===== config.mk =====
export PLATFORM = sky130hd
export DESIGN_NAME = bridge_dataslot_tracker
export DESIGN_NICKNAME = d
export VERILOG_FILES = /design/src/rtl/bridge_dataslot_tracker.sv
export SDC_FILE = /design/constraint.sdc
export NUM_CORES = 1
export LEC_CHECK = 0
export BUFFER_PORTS_ARGS = -buffer_cell sky130_fd_sc_hd__buf_2
export CAP_MARGIN = 40
export CELL_PAD_IN_SITES_DETAIL_PLACEMENT = 1
export CELL_PAD_IN_SITES_GLOBAL_PLACEMENT = 1
export CORE_ASPECT_RATIO = 1.1
export CORE_MARGIN = 2
export CORE_UTILIZATION = 35
export DETAILED_ROUTE_END_ITERATION = 10
export PLACE_DENSITY = 0.8
export REMOVE_ABC_BUFFERS = 1
export SYNTH_ARGS = -nofsm -noshare
export SYNTH_HDL_FRONTEND = slang
export SYNTH_SLANG_ARGS = --single-unit

===== constraint.sdc =====
create_clock -name clk -period 6.63 [get_ports clk]
set_input_delay 0.9945 -clock clk [delete_from_list [all_inputs] [get_ports clk]]
set_output_delay 0.9945 -clock clk [all_outputs]
set_load 0.05 [all_outputs]

===== src/rtl/bridge_dataslot_tracker.sv =====
// Tracks up to NUM_SLOTS bridge dataslots: base address, bytes written,
// announced size and load-complete flag per slot, observing the bus only.
// Ports:
//   clk, reset             bridge clock, synchronous active-high reset
//   dataslot_wr/addr       observed dataslot bus write strobe and byte address
//   req_valid/slot_id/size host_dataslot_request_write command
//   slot_base_address      captured base address per slot (32 bits each)
//   slot_base_found        base address captured, per slot
//   slot_size_zero         last request for the slot announced size 0
//   slot_loaded            byte count reached the announced size
//   slot_bytes             saturating bytes written since the slot was armed
//   active_valid/index     the slot currently ARMED or LOADING, if any
//   unknown_slot           one-cycle pulse on a request for an untracked ID
module bridge_dataslot_tracker #(
  parameter int                    NUM_SLOTS       = 4,
  parameter logic [16*NUM_SLOTS-1:0] SLOT_IDS      = {16'd3, 16'd2, 16'd1, 16'd0},
  parameter int                    BYTES_PER_WRITE = 4,
  localparam int                   IW = (NUM_SLOTS > 1) ? $clog2(NUM_SLOTS) : 1
) (
  input  logic                      clk,
  input  logic                      reset,
  input  logic                      dataslot_wr,
  input  logic [31:0]               dataslot_addr,
  input  logic                      req_valid,
  input  logic [15:0]               req_slot_id,
  input  logic [31:0]               req_expected_size,
  output logic [32*NUM_SLOTS-1:0]   slot_base_address,
  output logic [NUM_SLOTS-1:0]      slot_base_found,
  output logic [NUM_SLOTS-1:0]      slot_size_zero,
  output logic [NUM_SLOTS-1:0]      slot_loaded,
  output logic [32*NUM_SLOTS-1:0]   slot_bytes,
  output logic                      active_valid,
  output logic [IW-1:0]             active_index,
  output logic                      unknown_slot
);

  typedef enum logic [1:0] {
    S_IDLE,
    S_ARMED,
    S_LOADING,
    S_DONE
  } slot_state_t;

  slot_state_t          r_state [NUM_SLOTS];
  slot_state_t          w_state [NUM_SLOTS];
  logic [31:0]          r_base  [NUM_SLOTS];
  logic [31:0]          w_base  [NUM_SLOTS];
  logic [31:0]          r_bytes [NUM_SLOTS];
  logic [31:0]          w_bytes [NUM_SLOTS];
  logic [31:0]          r_size  [NUM_SLOTS];
  logic [31:0]          w_size  [NUM_SLOTS];
  logic [NUM_SLOTS-1:0] r_found, w_found;
  logic [NUM_SLOTS-1:0] r_zero,  w_zero;
  logic [NUM_SLOTS-1:0] r_loaded, w_loaded;
  logic                 r_act_valid, w_act_valid;
  logic [IW-1:0]        r_act_idx, w_act_idx;
  logic                 r_unknown, w_unknown;

  logic                 w_hit;
  logic [IW-1:0]        w_hit_idx;
  logic [32:0]          w_sum;
  logic [31:0]          w_bytes_inc;
  logic                 w_credit;

  // Scan from the top down so the lowest matching index wins on duplicates.
  always_comb begin
    w_hit     = 1'b0;
    w_hit_idx = '0;
    for (int i = NUM_SLOTS - 1; i >= 0; i--) begin
      if (SLOT_IDS[16*i +: 16] == req_slot_id) begin
        w_hit     = 1'b1;
        w_hit_idx = IW'(i);
      end
    end
  end

  always_comb begin
    for (int i = 0; i < NUM_SLOTS; i++) begin
      w_state[i] = r_state[i];
      w_base[i]  = r_base[i];
      w_bytes[i] = r_bytes[i];
      w_size[i]  = r_size[i];
    end
    w_found     = r_found;
    w_zero      = r_zero;
    w_loaded    = r_loaded;
    w_act_valid = r_act_valid;
    w_act_idx   = r_act_idx;
    w_unknown   = 1'b0;
    w_sum       = {1'b0, r_bytes[r_act_idx]} + 33'(BYTES_PER_WRITE);
    w_bytes_inc = w_sum[32] ? 32'hFFFF_FFFF : w_sum[31:0];
    w_credit    = 1'b0;

    // Write phase: credited to the slot active before any same-cycle request.
    if (dataslot_wr && r_act_valid) begin
      unique case (1'b1)
        (r_state[r_act_idx] == S_LOADING): begin
          w_credit = 1'b1;
        end
        (r_state[r_act_idx] == S_ARMED): begin
          if (dataslot_addr[2:0] == 3'd0) begin
            w_credit            = 1'b1;
            w_base[r_act_idx]   = dataslot_addr;
            w_found[r_act_idx]  = 1'b1;
          end
        end
        default: ;
      endcase
      if (w_credit) begin
        w_bytes[r_act_idx] = w_bytes_inc;
        w_state[r_act_idx] = S_LOADING;
        if (w_bytes_inc >= r_size[r_act_idx]) begin
          w_loaded[r_act_idx] = 1'b1;
          w_state[r_act_idx]  = S_DONE;
          w_act_valid         = 1'b0;
        end
      end
    end

    // Request phase: overrides the write result for the re-requested slot.
    if (req_valid) begin
      if (w_hit) begin
        for (int i = 0; i < NUM_SLOTS; i++) begin
          if (w_state[i] == S_ARMED || w_state[i] == S_LOADING) begin
            w_state[i]  = S_IDLE;
            w_loaded[i] = 1'b0;
          end
        end
        w_zero[w_hit_idx]  = (req_expected_size == 32'd0);
        w_found[w_hit_idx] = 1'b0;
        w_bytes[w_hit_idx] = 32'd0;
        w_size[w_hit_idx]  = req_expected_size;
        if (req_expected_size == 32'd0) begin
          w_state[w_hit_idx]  = S_DONE;
          w_loaded[w_hit_idx] = 1'b1;
          w_act_valid         = 1'b0;
        end else begin
          w_state[w_hit_idx]  = S_ARMED;
          w_loaded[w_hit_idx] = 1'b0;
          w_act_valid         = 1'b1;
          w_act_idx           = w_hit_idx;
        end
      end else begin
        w_unknown = 1'b1;
      end
    end
  end

  always_ff @(posedge clk) begin
    if (reset) begin
      for (int i = 0; i < NUM_SLOTS; i++) begin
        r_state[i] <= S_IDLE;
        r_base[i]  <= '0;
        r_bytes[i] <= '0;
        r_size[i]  <= '0;
      end
      r_found     <= '0;
      r_zero      <= '1;
      r_loaded    <= '0;
      r_act_valid <= 1'b0;
      r_act_idx   <= '0;
      r_unknown   <= 1'b0;
    end else begin
      for (int i = 0; i < NUM_SLOTS; i++) begin
        r_state[i] <= w_state[i];
        r_base[i]  <= w_base[i];
        r_bytes[i] <= w_bytes[i];
        r_size[i]  <= w_size[i];
      end
      r_found     <= w_found;
      r_zero      <= w_zero;
      r_loaded    <= w_loaded;
      r_act_valid <= w_act_valid;
      r_act_idx   <= w_act_idx;
      r_unknown   <= w_unknown;
    end
  end

  for (genvar g = 0; g < NUM_SLOTS; g++) begin : g_out
    assign slot_base_address[32*g +: 32] = r_base[g];
    assign slot_bytes[32*g +: 32]        = r_bytes[g];
  end

  assign slot_base_found = r_found;
  assign slot_size_zero  = r_zero;
  assign slot_loaded     = r_loaded;
  assign active_valid    = r_act_valid;
  assign active_index    = r_act_idx;
  assign unknown_slot    = r_unknown;

endmodule


==> summary.md, run 1 <==
| Metric | Value |
|---|---|
| Std cell rows | `85` |
| Yosys cell types | `54` |
| Die Height | `~240 um` |
| Max Freq | `169 MHz` |
| WP data required | `7.12 ns` |
| Post-Syn Area | `17500 sq um` |
| Clk_lat worst skew | `between 0.5 and 0.6 ns` |
| Vias | `16.7k` |
| Die X | `217 um` |
| Post-route minimum period | `5.92 ns` |
| RSZ-0062 raised after global routing | `false` |
| Peak supply drop | `0.161 mV` |
| Final hold slack | `0.450 ns` |
| HPWL reported at the end of detailed placement | `44500 um` |
| Final Slew Violations | `0` |
| Startpoint types | `flop` |
| Synth top cells by count | `562 x nand2_1, 410 x dfxtp_1, 350 x a21oi_1, 128 x clkbuf_1, 127 x o21ai_0` |
| Endpoints failing hold | `0` |
| Register area share after synthesis | `~47%` |
| Cell Pwr Density | `237 nW/um^2` |
| Max cap viols | `0` |
| Seq cells post-synth | `410` |
| CP Capture Type | `flop` |
| CTS tree | `built` |
| Port Buf Inserts | `355` |
| Hold Crit Class | `flop to flop` |
| Initial Utilization | `between 30% and 40%` |
| Post-synthesis cell count | `2061` |
| Core ar. | `roughly 50000 sq um` |
| GR Overflow Total | `0` |
| Die area | `51800 sq um` |
| Layout area overhead | `21.5%` |
| Async S/R FF share, synth | `0%` |
| Static Leakage | `8.75 nW` |
| Non-filler cells, final | `3028` |
| CTS sink cnt | `410` |
| Vias in the first global route | `17.1k` |
| DRC Markers | `0` |
| Post-synth top flop | `dfxtp_1` |
| Crit path kind | `flop to flop` |
| Placed cells | `2943` |
| Final setup viols | `0` |
| Most numerous cell in the Yosys netlist | `nand2_1` |
| Vias/cell | `between 5 and 6` |
| CTS Buffer Depth | `3` |
| Least-Margin Pin Slew | `about 0.91 ns` |
| # nets final | `about 2.5k` |
| Final period util | `89.3%` |
| Initial antenna violation count | `14` |
| Global-route wire length before repair | `100000 um` |
| DR iter-0 viols | `approximately 1.2k` |
| Yosys warnings | `0` |
| GRT Total Usage | `24.6%` |
| HP Start | `r_base[3][18]` |
| CTS Root Buffer Type | `clkbuf_16` |
| Antenna Violating Nets Remaining | `0` |
| I/O pins | `356` |
| Pre-CTS WS | `~0.75 ns` |
| Final Util | `43.3%` |
| Cts repair resizes | `0` |
| Total wire length | `65400 um` |
| Status | `completed` |
| Share of the synthesized area in the top cell type | `46.9%` |
| Synth top area cells | `dfxtp_1 47%, nand2_1 12%, a21oi_1 10%` |
| Worst setup margin | `between 0.7 and 0.8 ns` |
| Clock transition at path regs | `0.06 ns` |
| Synthesized area per cell | `8.49 sq um` |
| Router iterations before antenna repair | `4` |
| CTS buffer count | `45` |
| Post-synth EDFFs | `0` |
| Headroom to the max-slew limit | `between 30% and 40%` |
| Setup_tns | `0 ns` |
| Routability cong. | `between 0.8 and 0.9` |
| WL per Instance | `21.6 um` |
| H-tree Lvls | `2` |
| Largest net degree at the start of global routing | `178` |
| Critical path fanouts, max | `15` |
| Hold-fix buffers at CTS | `0` |
| Post-CTS Setup Inserts | `0` |
| Fin Clk Skew | `0.0291 ns` |
| Share of layout cells above drive strength 1 | `23.5%` |
| Worst EP arrival | `6.41 ns` |
| Biggest area consumer among synthesized cells | `dfxtp_1` |
[flip-flops by register name, indices dropped and copies added, names as in the netlist, named ones only]
signal / count
unknown_slot: 1
slot_loaded: 4
active_index: 2
slot_base_found: 4
active_valid: 1
slot_size_zero: 4
r_bytes: 128
r_size: 128
r_state: 8
r_base: 128
[placed cells by master (no fill, tap or decap), types with 19 or more instances in the layout]
| cell type | n |
|---|---|
| a31oi_1 | 21 |
| nor2_1 | 60 |
| ha_1 | 39 |
| nand2_1 | 559 |
| dfxtp_1 | 408 |
| a21oi_1 | 350 |
| nand3_1 | 19 |
| buf_4 | 24 |
| clkbuf_16 | 45 |
| buf_2 | 354 |
| o21ai_0 | 127 |
| inv_1 | 64 |
| mux4_2 | 55 |
[cell families after synthesis]
kind of cell               count (synthesis)  share of synthesized area (%)
DFF                                      410                           46.9
AOI/OAI and AO/OA                        542                           16.4
adders and majority gates                 39                           2.79
buffers and inverters                    220                           5.24
xor gates and xnor gates                  21                           1.05
and+or+nand+nor                          757                           18.5
muxes                                     72                           9.14
[stage by stage]
stage	area (sq um)	total power, W
after floorplan	16800	0.00253
after global placement	19700	0.00262
after detailed placement	19800	0.00263
after CTS	21200	0.00507
after global routing	21300	0.00518
final	21300	0.00503
[routing by layer]
layer  share of wire [%]  vias to the layer above  global-route usage [%]
li1                    -                     7602                       -
met1                  41                     8374                    30.2
met2                  49                      580                    41.8
met3                 6.2                      161                    4.97
met4                 4.0                       16                    10.7
met5                0.15                        -                       0
[layout make-up]
class                      instances  area (sq um)
antenna                            7          17.5
clock buffer                      58          1240
fill                            5906         27900
timing repair buffer             386          2100
multi-input combinational       1431          8450
inverter                          64           240
tap                              652           816
sequential                       410          8210
clock inverter                    20           170
[worst paths after layout]
check / to / slack, ns / cells past startpoint
max reg2reg: slot_loaded[1] / 0.71 / 20
min reg2reg: r_base[3][18] / 0.45 / 2
max: slot_loaded[1] / 0.71 / 20
min: r_base[3][18] / 0.45 / 2
[critical path: stages (launching register included)]
cell,delay [ns]
dfxtp_2,0.60
mux4_2,0.41
ha_1,0.21
nand3_1,0.18
or4_1,0.79
nor4_4,0.49
nor2_1,0.19
inv_1,0.10
ha_1,0.24
a21o_1,0.16
a21o_1,0.17
a21o_1,0.19
a2111oi_0,0.40
o21ai_0,0.32
nor2_1,0.39
o21ai_0,0.16
ha_1,0.28
o21a_1,0.18
nor2_1,0.13
nand2_1,0.07
o21ai_0,0.17
[where the power goes]
group | internal [W] | total (W) | switching, W
logic | 0.0000268 | 0.000110 | 0.0000831
registers | 0.00246 | 0.00246 | 0.0000000641
clock network | 0.00140 | 0.00246 | 0.00105
total | 0.00389 | 0.00503 | 0.00113
No activity file was read; power rests on OpenSTA's default activity.
==> inputs of run 2 (changes only) <==
- REMOVE_ABC_BUFFERS: 1 -> not set
==> summary.md, run 2 (synthesis gave the netlist of run 1 again) <==
| Metric | Value |
|---|---|
| Top Registers | `r_base (128), r_bytes (128), r_size (128)` |
| Router iterations before antenna repair | `5` |
| WP data required | `between 7 and 8 ns` |
| Worst Hold Depth | `2` |
| Clock transition at path regs | `about 0.06 ns` |
| GRT Total Usage | `24.8%` |
| CTS tree | `built` |
| Total power | `0.00511 W` |
| WL per Instance | `21.8 um` |
| Critical path fanouts, max | `18` |
| Slowest CP cell | `mux4_2` |
| CTS buffer count | `45` |
| Layout area overhead | `22.4%` |
| Die X | `217 um` |
| Clk_lat worst skew | `0.59 ns` |
| Largest net degree at the start of global routing | `between 80 and 90` |
| Reg2Reg Depth | `22` |
| Hold Crit Class | `flop to flop` |
| Vias/cell | `5.57` |
| Cell Pwr Density | `239 nW/um^2` |
| CTS Buffer Depth | `3` |
| CP Capture Type | `flop` |
| Static Leakage | `8.83 nW` |
| DRC Markers | `0` |
| Leading cell type in the layout, fill and taps excluded | `nand2_1` |
| Endpoints failing hold | `0` |
| RSZ-0062 raised after global routing | `false` |
| Hold-fix buffers at CTS | `0` |
| Final period util | `91.6%` |
| Worst EP arrival | `6.55 ns` |
| Final Cell Area | `~21000 sq um` |
| Global-route wire length before repair | `101000 um` |
| Worst r2r dst | `slot_loaded[1]` |
| Antenna Violating Nets Remaining | `0` |
| Crit path kind | `flop to flop` |
| Initial Utilization | `35.6%` |
| CTS Root Buffer Type | `clkbuf_16` |
| HP Start | `r_base[1][6]` |
| Max cap viols | `0` |
| Dpl cell area | `19900 sq um` |
| H-tree Lvls | `2` |
| Post-route minimum period | `6.07 ns` |
| Worst stage delay on the critical path | `0.60 ns` |
| Die area | `about 52000 sq um` |
| Commonest cells after routing, fill and taps aside | `559 x nand2_1, 408 x dfxtp_1, 354 x buf_2` |
| Total wire length | `66400 um` |
| Least-Margin Pin Slew | `0.884 ns` |
| Core ar. | `49100 sq um` |
| Std cell rows | `85` |
| Die Height | `238 um` |
| Vias in the first global route | `17.5k` |
| HPWL reported at the end of detailed placement | `45500 um` |
| R2R Setup Slk | `0.56 ns` |
| Final Slew Violations | `0` |
| Startpoint types | `flop` |
| Status | `completed` |
| Max Freq | `165 MHz` |
| GR Overflow Total | `0` |
| Final setup viols | `0` |
| Cell chain of the critical path | `buf_4 -> mux4_2 -> and4_1 -> nand3_1 -> nor4_4 -> buf_4 -> buf_4 -> nor2_1 -> inv_1 -> ha_1 -> a21o_1 -> a21o_1 -> a21o_1 -> a2111oi_0 -> o21ai_0 -> nor2_1 -> o21ai_0 -> ha_1 -> o21a_1 -> nor2_1 -> nand2_1 -> o21ai_0` |
| Fin Clk Skew | `0.0433 ns` |
| Setup_tns | `0 ns` |
| Vias | `approximately 17k` |
| Peak supply drop | `0.163 mV` |
| Hold Path Sink | `r_base[1][6]` |
| Share of layout cells above drive strength 1 | `23.9%` |
| CTS sink cnt | `around 400` |
| Routability cong. | `0.929` |
| Headroom to the max-slew limit | `41.1%` |
| DR iter-0 viols | `1198` |
| Initial antenna violation count | `10` |
| I/O pins | `356` |
| Port Buf Inserts | `355` |
| Synth Net Count | `2184` |
| # nets final | `between 2k and 2.5k` |
## run 2: cell count changes in the layout (fill, tap and decap cells not counted), moves of 2 or more
| cell | previous run | this run |
|---|---|---|
| nor2_2 | 4 | 6 |
| buf_16 | 0 | 3 |
| buf_12 | 7 | 4 |
| nor2_4 | 7 | 5 |
| buf_4 | 24 | 33 |
| clkinv_4 | 2 | 0 |
| clkbuf_8 | 7 | 9 |
| clkbuf_1 | 6 | 8 |
## run 2: metrics by stage
step / std cells / utilization, % / worst slack, ns / hold slack, ns
floorplan: 2061 / - / 1.62 / 0.433
global placement: 2941 / 40.1 / 0.589 / 0.438
detailed placement: 2948 / 40.5 / 0.456 / 0.445
CTS: 3030 / 43.4 / 0.349 / 0.455
global route: 3039 / 43.5 / 0.0377 / 0.471
finish: 3041 / 43.6 / 0.556 / 0.451
## run 2: critical path, delay by kind of cell (launching register included)
family	cells	cell delay [ns]
AO/OA/AOI/OAI	8	1.70
flip-flops	1	0.55
AND/OR/NAND/NOR	7	1.63
buffers and inverters	4	0.87
adder cells (fa/ha/maj)	2	0.61
multiplexers	1	0.60
## run 2: area by class of cell
cell class / instances / area (sq um)
multi-input cells: 1431 / 8450
clock inverters: 20 / 191
flip-flops and latches: 410 / 8210
repair buffers: 395 / 2190
fillers: 5848 / 27700
diodes: 7 / 17.5
clock buffers: 62 / 1280
inverters: 64 / 240
well taps: 652 / 816
## run 2: repair_timing
item                       CTS  global route
buffers inserted             0             4
gates resized for setup      0             1
setup endpoints to repair    0             1
## run 2: how the worst max path moves through the flow
stage                        startpoint        endpoint  slack [ns]  depth (start not counted)
after global placement             flop  slot_loaded[1]        0.59                         21
after CTS                          flop  slot_loaded[1]        0.35                         21
after detailed placement           flop  slot_loaded[1]        0.46                         21
after floorplan           r_bytes[1][2]  slot_loaded[1]        1.62                         23
final                              flop  slot_loaded[1]        0.56                         22
after global routing               flop  slot_loaded[1]        0.04                         22
## run 2: per-layer routing
layer	up-vias	part of all wire, %	global-route usage (%)	wire length [um]
li1	7624	-	-	-
met1	8444	41	30.9	27200
met2	663	48	41.4	31700
met3	187	6.4	4.41	4280
met4	10	4.8	12.2	3170
met5	-	0.086	0	57
## run 2: power breakdown
part	switching, W	total [W]	internal, W
Sequential	0.0000000867	0.00246	0.00246
Combinational	0.0000856	0.000116	0.0000302
Clock	0.00106	0.00253	0.00147
